<file path="src/rtl/double_threshold_unit.sv">
// Canny double-threshold stage: buffers a frame, finds its maximum, derives
// high/low thresholds from it and writes a 0 / weak / strong map for hysteresis_unit.
module double_threshold_unit #(
   parameter int         HEIGHT        = 5,
   parameter int         WIDTH         = 5,
   parameter logic [7:0] WEAK_PIXEL    = 8'd75,
   parameter logic [7:0] STRONG_PIXEL  = 8'd255,
   parameter logic [7:0] HIGH_RATIO_Q8 = 8'd23,
   parameter logic [7:0] LOW_RATIO_Q8  = 8'd13
) (
   input  logic       clk,
   input  logic       reset,
   input  logic       enable,
   input  logic [7:0] img [0:HEIGHT*WIDTH-1],
   output logic [7:0] res [0:HEIGHT*WIDTH-1],
   output logic [7:0] high_thr,
   output logic [7:0] low_thr,
   output logic       done
);

   localparam int IMG_SIZE = HEIGHT * WIDTH;
   localparam int IDX_W    = (IMG_SIZE > 1) ? $clog2(IMG_SIZE) : 1;

   typedef enum logic [2:0] {
      S_IDLE     = 3'd0,
      S_SCAN_MAX = 3'd1,
      S_CALC     = 3'd2,
      S_CLASSIFY = 3'd3,
      S_DONE     = 3'd4
   } state_t;

   state_t             state_q,    state_d;
   logic [IDX_W-1:0]   idx_q,      idx_d;
   logic [7:0]         max_q,      max_d;
   logic [7:0]         high_thr_q, high_thr_d;
   logic [7:0]         low_thr_q,  low_thr_d;
   logic               done_q,     done_d;
   logic [7:0]         frame_q [0:IMG_SIZE-1];
   logic [7:0]         frame_d [0:IMG_SIZE-1];
   logic [7:0]         res_q   [0:IMG_SIZE-1];
   logic [7:0]         res_d   [0:IMG_SIZE-1];

   logic               last_s;
   logic               accept_s;
   logic [15:0]        high_prod_s;
   logic [15:0]        low_prod_s;
   logic [7:0]         high_calc_s;
   logic [7:0]         low_calc_s;

   function automatic logic [7:0] classify_pixel(input logic [7:0] pix,
                                                 input logic [7:0] hi,
                                                 input logic [7:0] lo);
      logic [7:0] code;
      if (pix == 8'd0) begin
         code = 8'd0;
      end else if (pix >= hi) begin
         code = STRONG_PIXEL;
      end else if (pix >= lo) begin
         code = WEAK_PIXEL;
      end else begin
         code = 8'd0;
      end
      return code;
   endfunction

   assign last_s      = (idx_q == IDX_W'(IMG_SIZE - 1));
   assign high_prod_s = {8'd0, max_q} * {8'd0, HIGH_RATIO_Q8};
   assign high_calc_s = high_prod_s[15:8];
   assign low_prod_s  = {8'd0, high_calc_s} * {8'd0, LOW_RATIO_Q8};
   assign low_calc_s  = low_prod_s[15:8];

   // The first DONE cycle only publishes done, so a held enable re-accepts one cycle later.
   assign accept_s = enable && ((state_q == S_IDLE) || ((state_q == S_DONE) && done_q));

   // Next-state and datapath update for the capture / scan / calc / classify sequence.
   always_comb begin
      state_d    = state_q;
      idx_d      = idx_q;
      max_d      = max_q;
      high_thr_d = high_thr_q;
      low_thr_d  = low_thr_q;
      done_d     = done_q;
      frame_d    = frame_q;
      res_d      = res_q;

      case (state_q)
         S_IDLE, S_DONE: begin
            if (accept_s) begin
               state_d = S_SCAN_MAX;
               frame_d = img;
               for (int i = 0; i < IMG_SIZE; i++) begin
                  res_d[i] = 8'd0;
               end
               done_d  = 1'b0;
               max_d   = 8'd0;
               idx_d   = {IDX_W{1'b0}};
            end else if (state_q == S_DONE) begin
               done_d  = 1'b1;
            end else begin
               done_d  = 1'b0;
            end
         end
         S_SCAN_MAX: begin
            if (frame_q[idx_q] > max_q) begin
               max_d = frame_q[idx_q];
            end else begin
               max_d = max_q;
            end
            if (last_s) begin
               idx_d   = {IDX_W{1'b0}};
               state_d = S_CALC;
            end else begin
               idx_d   = idx_q + IDX_W'(1);
            end
         end
         S_CALC: begin
            high_thr_d = high_calc_s;
            low_thr_d  = low_calc_s;
            state_d    = S_CLASSIFY;
         end
         S_CLASSIFY: begin
            res_d[idx_q] = classify_pixel(frame_q[idx_q], high_thr_q, low_thr_q);
            if (last_s) begin
               idx_d   = {IDX_W{1'b0}};
               state_d = S_DONE;
            end else begin
               idx_d   = idx_q + IDX_W'(1);
            end
         end
         default: begin
            state_d = S_IDLE;
         end
      endcase
   end

   // State and datapath registers with synchronous reset.
   always_ff @(posedge clk) begin
      if (reset) begin
         state_q    <= S_IDLE;
         idx_q      <= {IDX_W{1'b0}};
         max_q      <= 8'd0;
         high_thr_q <= 8'd0;
         low_thr_q  <= 8'd0;
         done_q     <= 1'b0;
         for (int i = 0; i < IMG_SIZE; i++) begin
            frame_q[i] <= 8'd0;
            res_q[i]   <= 8'd0;
         end
      end else begin
         state_q    <= state_d;
         idx_q      <= idx_d;
         max_q      <= max_d;
         high_thr_q <= high_thr_d;
         low_thr_q  <= low_thr_d;
         done_q     <= done_d;
         frame_q    <= frame_d;
         res_q      <= res_d;
      end
   end

   assign res      = res_q;
   assign high_thr = high_thr_q;
   assign low_thr  = low_thr_q;
   assign done     = done_q;

endmodule

</file>
<file path="config.mk">
export PLATFORM = sky130hd
export DESIGN_NAME = double_threshold_unit
export DESIGN_NICKNAME = d
export VERILOG_FILES = /design/src/rtl/double_threshold_unit.sv
export SDC_FILE = /design/constraint.sdc
export NUM_CORES = 1
export LEC_CHECK = 0
export CORE_MARGIN = 8
export CORE_UTILIZATION = 40
export CTS_CLUSTER_SIZE = 10
export DETAILED_ROUTE_END_ITERATION = 6
export GPL_TIMING_DRIVEN = 0
export PLACE_DENSITY = 0.78
export SLEW_MARGIN = 10
export SYNTH_ARGS = -nofsm -noshare
export SYNTH_HDL_FRONTEND = slang
export SYNTH_SLANG_ARGS = --single-unit
</file>
<file path="constraint.sdc">
create_clock -name clk -period 14.77 [get_ports clk]
set_input_delay 2.954 -clock clk [delete_from_list [all_inputs] [get_ports clk]]
set_output_delay 2.954 -clock clk [all_outputs]
set_load 0.02 [all_outputs]
</file>
Yosys cells after proc, flatten, opt, wreduce, memory -nomap -nowiden:

Index checks and enable logic that the tools add are counted.

* flip-flop bits (word level): 426

* order comparisons: 5
* $mul: 2
* muxes and demuxes: 24
* bitwise operators: 1
* reduce and logical (&&, ||, !) cells: 16
* equality and inequality tests: 9
* add/sub/neg operators: 1

Operators with widths (count)
* 200-bit case mux with 2 select lines: 1
* 200-bit bitwise mux: 1
* 200-bit two-way mux: 1
* 8-bit two-way mux: 8
* 8-bit binary-select mux with 5-bit select: 1
* 8-bit demux with 5-bit select: 1
* 8-bit case mux with 2 select lines: 1
* 8-bit by 5-bit multiplier with 13-bit output, second input constant: 1
* 3-bit case mux with 4 select lines: 1
* 5-bit two-way mux: 2
* 5-bit case mux with 2 select lines: 1
* 5-bit by 4-bit multiplier with 9-bit output, second input constant: 1
* 3-bit two-way mux: 3
* 8-bit by 4-bit greater-or-equal comparator with 1-bit output: 1
* 8-bit by 5-bit greater-or-equal comparator with 1-bit output: 1
* 8-bit > comparator: 1
* 8-bit zero test: 1
* 2-bit != test, second input constant: 4
* 7-bit two-way mux: 1
* 3-bit by 2-bit equality test with 1-bit output, second input constant: 2
* 6-bit greater-or-equal comparator, second input constant: 1
* 6-bit by 1-bit < comparator with 1-bit output, second input constant: 1
* 5-bit NOT with 6-bit output: 1
* 2-bit AND reduction: 3
* other kinds (11): 18

Depth between registers and ports, before layout:

Gate-level depths: netlist of run 1.

* word-level depth: 11
* mapped depth: 21

Worst setup path after synthesis of run 1:

OpenSTA, ideal clock, no wires.

* kind: register to register
* from: register max_q[3]
* to: register low_thr_q[0], in the netlist low_thr[0]
* slack: 9.900 ns
* setup time: 0.120 ns
* buffers on the path: 0
* cell stages (with the launch flop): 22
* data arrival time: 4.750 ns
* cell sequence: dfxtp_1 ha_1 inv_1 fa_1 fa_1 inv_1 ha_1 o21ai_0 a21oi_1 o31a_1 o211ai_1 a31oi_1 or3_1 nand2_1 inv_1 ha_1 ha_1 ha_1 a21o_1 a21oi_1 and4b_1 a211o_1

* word-level cells in the longest chain between the ends: 2

RTL lines
* start: declaration: RTL line 34 `logic [7:0] max_q, max_d;`
* start signal: assignment: RTL line 152 `max_q <= max_d;`
* 8-bit by 5-bit multiplier with 13-bit output: RTL line 67 `assign high_prod_s = {8'd0, max_q} * {8'd0, HIGH_RATIO_Q8};`
* named net high_calc_s[4]: RTL line 47 `logic [7:0] high_calc_s;`
* 5-bit by 4-bit multiplier with 9-bit output: RTL line 69 `assign low_prod_s = {8'd0, high_calc_s} * {8'd0, LOW_RATIO_Q8};`
* end signal: assignment: RTL line 154 `low_thr_q <= low_thr_d;`
* end: declaration: RTL line 36 `logic [7:0] low_thr_q, low_thr_d;`

The timed path passes the listed nets, and every way through them passes these cells.
A chain may end at the register's enable or synchronous reset.

Worst setup path in the final report of run 1:

Same ends and word-level chain as after synthesis.

==> impl_metrics.yaml, run 1 <==
yosys:
  syn_inst: 1648
  avgSynthCellArea_um2: 8.36
  ys_types: 66
  ys_ff_latch: 273
  syn_area_um2: 13800
  synth.yosys.seq_area_share_pct: 39.7
  async_flop_share_pct: 0
  ys_warn_count: 0
  synthFlopType: "dfxtp_1"
  synth_edf_count: 0
hold_path:
  min_from: "frame_q[94]"
  hold_class: "reg -> reg"
routing:
  wl_per_cell_um: 20.0
  routed-via-count: 13300
  drt-initial-drc-count: 959
  via_per_inst: 5.20
  firstDrtPassIters: 5
  ant_nets: 0
  drc: 0
  totalWireLength_um: 51400
setup_path:
  timing.rr.start: "max_q[3]"
  cp_max_fo: 6
  crit_start: "max_q[3]"
  critPathBufInv: 3
  crit_family: "adder cells"
  max_stage_delay_ns: 0.53
  critPathRequiredTime_ns: 15.17
  path_class: "reg -> reg"
  worst_path_most_repeated_cell: "ha_1"
  start_kind: "register"
  crit_chain: "ha_1 > inv_1 > fa_1 > fa_1 > inv_1 > ha_1 > o21ai_0 > a21oi_1 > o31a_1 > o211ai_1 > a31oi_1 > or3_1 > nand2_1 > inv_1 > ha_1 > ha_1 > ha_1 > a21o_1 > a21oi_1 > o41ai_1 > a211o_1"
  end_kind: "register"
  worst_path_max_delay_cell: "fa_1"
  cp.arrival_ns: 5.83
cts:
  cts_hold_buf: 0
  cts_max_path_buffers: 3
  cts_resized: 0
  cts_buffers: 34
  cts_sinks: 273
  cts_setup_buffers: 0
  cts_root_buf: "clkbuf_16"
  insertion_delay_ns: 0.52
  path_clk_slew_ns: 0.06
  cts_htree_levels: 2
  cts_tree: "built"
floorplan:
  die_area_um2: 40600
  core_um2: 34200
  rows: 68
  start_util_pct: 40.3
  design.portCount: 420
  die_h_um: 202
  die_w_um: 202
timing:
  finalSetupTns_ns: 0
  min_period_over_period_pct: 36.8
  setup_violations: 0
  slew_headroom_pct: 42.2
  hold_viol: 0
  layout_min_cycle_time_ns: 5.43
  max_freq_mhz: 184
  finClkSkew_ns: 0.0275
  drv_slew: 0
  grt_setup_unrepaired: "false"
  worstMarginPinSlew_ns: 0.861
job:
  drv_cap: 0
final_layout:
  final_common_cell: "nand2_1"
  most-common-layout-cells: "432 x nand2_1, 409 x clkdlybuf4s50_1, 273 x dfxtp_1"
  instances_no_fill: 2567
  drive_above_1_share_pct: 13.3
  area_growth_pct: 40.8
  layout.nets: 2369
place:
  place_congestion: 0.906
  port_buffers: 409
  placed_cells_incl_taps: 2521
  dp_hpwl_um: 41000
power:
  ir_drop_mv: 0.0602
  p_per_area_nw_per_um2: 92.1
  p_leak_nw: 7.79
grt:
  use_met1_pct: 27.2
  overflow: 0
  grt_pass1_wl_um: 77600
  top_usage_layer: "met2"
  grt_pass1_vias: 13500
  grt_max_degree: 11
  grtUsageMet3_pct: 6.22
  antenna_found_initial: 4
  grtUsageTotal_pct: 24.0
  gr-usage-met2_pct: 42.9
run_status:
  status: "finished, final reports clean"
-- cells by family after synthesis --
| group | synth area share (%) |
|---|---|
| xor+xnor | 0.191 |
| flops | 39.7 |
| mux | 7.65 |
| other cells | 0.0272 |
| simple gates | 17.5 |
| buf+inv | 13.2 |
| fa+ha+maj | 6.36 |
| compound gates | 15.4 |
-- worst register-to-register path, cell delays in order, from the launching register on --
cell	delay, ns
dfxtp_1	0.50
ha_1	0.30
inv_1	0.08
fa_1	0.45
fa_1	0.53
inv_1	0.05
ha_1	0.29
o21ai_0	0.15
a21oi_1	0.08
o31a_1	0.30
o211ai_1	0.28
a31oi_1	0.15
or3_1	0.34
nand2_1	0.13
inv_1	0.08
ha_1	0.29
ha_1	0.30
ha_1	0.33
a21o_1	0.16
a21oi_1	0.20
o41ai_1	0.09
a211o_1	0.23
-- cells in the mapped netlist (all sizes together) (10+ instances only) --
cell type,count,share of area [%]
nand2,432,12
mux2i,13,0.94
dfxtp,273,40
o21ai,14,0.51
ha,54,4.9
a22o,52,3.3
clkbuf,81,2.2
mux2,20,1.6
nand2b,14,0.64
mux4,31,5.1
nor2,68,1.9
a21oi,226,8.2
inv,44,1.2
fa,10,1.5
nand3,20,0.73
buf,184,9.8
-- registers in the layout (all words and copies together) (netlist names) --
name      flops
state_q       3
done          1
high_thr      5
idx_q         5
low_thr       1
frame_q     200
res          50
max_q         8
-- cell type report --
class / count / area (µm²)
inverter: 45 / 169
antenna: 1 / 2.50
tap: 455 / 569
buffer: 265 / 1650
sequential: 273 / 5470
clock buffer: 40 / 873
fill: 3031 / 14800
clock inverter: 5 / 53.8
multi-input combinational: 1074 / 6520
timing repair buffer: 409 / 4090
-- path summary, 6_finish.rpt --
kind	endpoint	slack, ns	cells past startpoint
worst max-delay path	low_thr[0]	9.34	21
worst min-delay path	frame_q[94]	0.45	2
worst min register to register	frame_q[94]	0.45	2
worst max register to register	low_thr[0]	9.34	21
-- metrics by stage --
stage               hold WS [ns]  total power, mW  util, %  setup slack (ns)  cell area [µm²]
global route               0.464             1.85     56.7              9.00            19400
floorplan                  0.432            0.952        -              9.90            13800
finish                     0.452             1.79     56.7              9.34            19400
detailed placement         0.445             1.08     54.0              9.37            18500
CTS                        0.452             1.79     56.7              9.34            19400
global placement           0.439             1.07     54.0              9.50            18500
-- per-layer routing --
metal  part of all wire [%]  wire (µm)
met1                     39      19900
met2                     50      25600
met3                    7.8       3990
met4                    3.8       1940
met5                  0.045         23
-- power by group --
group          total (mW)  leakage (nW)  internal [mW]  switching [mW]
registers           0.796          2.23          0.774          0.0214
logic               0.270          5.11          0.119           0.151
clock network       0.722         0.451          0.418           0.305
Power figures use the tool's default switching activity.
==> run 2, diff against run 1 <==
--- a/config.mk
+++ b/config.mk
@@ -10,7 +10,7 @@
 export CTS_CLUSTER_SIZE = 10
 export DETAILED_ROUTE_END_ITERATION = 6
 export GPL_TIMING_DRIVEN = 0
-export PLACE_DENSITY = 0.78
+export PLACE_DENSITY = 0.81
 export SLEW_MARGIN = 10
 export SYNTH_ARGS = -nofsm -noshare
 export SYNTH_HDL_FRONTEND = slang
==> constraint.sdc (replaced) <==
create_clock -name clk -period 4.8 [get_ports clk]
set_input_delay 0.96 -clock clk [delete_from_list [all_inputs] [get_ports clk]]
set_output_delay 0.96 -clock clk [all_outputs]
set_load 0.02 [all_outputs]
==> run 2 against run 1 <==
  * Worst hold slack is essentially flat
  * Critical path depth stayed put
  * Cell count is 0.19% higher
  * Sequential cell count stayed put
  * Largest cell class unchanged
  * Critical path type unchanged
  * Total power increased to 3.0 times the previous value
  * The flow now finishes with violations (DRC, setup timing)
  * Count of clock-buffer cells in the layout down 5
  * Combinational power increased to 3.2 times the previous value
  * Sequential power grew to 3.1 times the previous value
==> impl_metrics.yaml, run 2 (same netlist as run 1, synthesis figures left out) <==
grt:
  overflow: 0
  grt_pass1_vias: 13800
  top_usage_layer: "met2"
  use_met1_pct: 28.2
  grt_max_degree: 20
  antenna_found_initial: 4
  grtUsageMet3_pct: 5.71
  grt_pass1_wl_um: 79400
  grtUsageTotal_pct: 24.6
  gr-usage-met2_pct: 42.8
timing:
  slew_headroom_pct: 35.7
  drv_slew: 0
  min_period_over_period_pct: 104
  hold_viol: 0
  finClkSkew_ns: 0.0187
  max_freq_mhz: 200
  setup_violations: 1
  worstMarginPinSlew_ns: 0.965
  hold_slack_ns: 0.452
  layout_setup_ws_ns: -0.194
  grt_setup_unrepaired: "true"
  layout_min_cycle_time_ns: 4.99
  finalSetupTns_ns: -0.194
setup_path:
  worst_path_max_delay_cell: "fa_1"
  worst_path_most_repeated_cell: "ha_4"
  cp_max_fo: 3
  max_stage_delay_ns: 0.52
  critPathRequiredTime_ns: 5.26
  cp.arrival_ns: 5.45
  end_kind: "register"
  crit_chain: "ha_4 > inv_2 > fa_1 > fa_1 > inv_2 > ha_4 > a211oi_4 > a21oi_2 > o31a_1 > o211ai_1 > a31oi_2 > or3_4 > nand2_4 > inv_4 > ha_4 > ha_4 > ha_4 > a21o_1 > a21oi_2 > and4b_1 > a211o_1"
  start_kind: "register"
  path_class: "reg -> reg"
floorplan:
  rows: 68
  core_um2: 34200
  design.portCount: 420
  die_h_um: 202
  die_w_um: 202
  start_util_pct: 40.3
  die_area_um2: 40600
final_layout:
  largest_reg_flops: 200
  regMostFlops: "frame_q"
  final_common_cell: "nand2_1"
  most-common-layout-cells: "431 x nand2_1, 409 x clkdlybuf4s50_1, 268 x dfxtp_1"
  drive_above_1_share_pct: 15.1
  layout.nets: 2377
  fin_area_um2: 19600
  area_growth_pct: 42.6
cts:
  cts_root_buf: "clkbuf_16"
  cts_hold_buf: 0
  path_clk_slew_ns: 0.06
  cts_htree_levels: 1
  cts_max_path_buffers: 3
  cts_sinks: 273
  cts_tree: "built"
  cts_buffers: 31
  insertion_delay_ns: 0.57
routing:
  totalWireLength_um: 52800
  drt-initial-drc-count: 1018
  wl_per_cell_um: 20.5
  routed-via-count: 13500
  via_per_inst: 5.25
  drc: 1
  firstDrtPassIters: 7
  ant_nets: 0
hold_path:
  hold_class: "reg -> reg"
place:
  port_buffers: 409
  place_congestion: 0.929
  dp_hpwl_um: 41800
  dp_slack_ns: -0.565
  place_area_um2: 18500
run_status:
  violations: "DRC, setup timing"
  status: "complete, but fails checks"
power:
  p_per_area_nw_per_um2: 273
  ir_drop_mv: 0.270
  p_leak_nw: 7.76
job:
  drv_cap: 0
[run 2: cell count changes in the layout (fill, tap and decap cells not counted), sizes merged]
cell,before,now
clkinvlp,1,0
clkbuf,121,116
buf,184,195
clkinv,4,2
diode,1,3
[run 2: power breakdown]
| group | total (mW) | internal (mW) | switching (mW) |
|---|---|---|---|
| clock | 2.06 | 1.16 | 0.902 |
| sequential | 2.45 | 2.38 | 0.0658 |
| combinational | 0.852 | 0.376 | 0.476 |
| total | 5.36 | 3.92 | 1.44 |
[run 2: critical path: cells and delay by family, from the launching register on]
family	cells	cell delay [ns]
simple gates	3	0.73
flops	1	0.36
compound gates	8	1.53
fa+ha+maj	7	2.12
buf+inv	3	0.12
[run 2: path summary, 6_finish.rpt]
path                    start     endpoint  slack (ns)  cells past startpoint
setup / recovery     max_q[3]   low_thr[0]       -0.19                     21
hold / removal    frame_q[21]  frame_q[21]        0.45                      2
setup reg to reg     max_q[3]   low_thr[0]       -0.19                     21
hold reg to reg   frame_q[21]  frame_q[21]        0.45                      2
[run 2: cell type report]
| cell class | instances | area [µm²] |
|---|---|---|
| clock inverter | 2 | 25.0 |
| inverter | 45 | 171 |
| antenna | 3 | 7.51 |
| sequential | 273 | 5480 |
| clock buffer | 35 | 801 |
| fill | 3010 | 14600 |
| buffer | 264 | 1650 |
| timing repair buffer | 421 | 4180 |
| tap | 455 | 569 |
| multi-input combinational | 1074 | 6760 |
[run 2: per-stage QoR]
stage | cells | power (mW) | util (%)
after floorplan | 1657 | 2.93 | -
after global placement | 2521 | 3.29 | 54.1
after detailed placement | 2521 | 3.32 | 54.1
after CTS | 2562 | 5.35 | 56.9
after global routing | 2570 | 5.54 | 57.4
final | 2572 | 5.36 | 57.4
[run 2: per-layer routing]
metal | vias up | wire length [µm]
li1 | 6317 | -
met4 | 4 | 2610
met3 | 158 | 4160
met5 | - | 27
met1 | 6335 | 20300
met2 | 698 | 25700
[run 2: timing repair]
action	in CTS	in global routing
buffers inserted	5	7
pin swaps	11	14
endpoints found under the setup margin	8	8
cloned	0	0
gates resized for setup	15	20
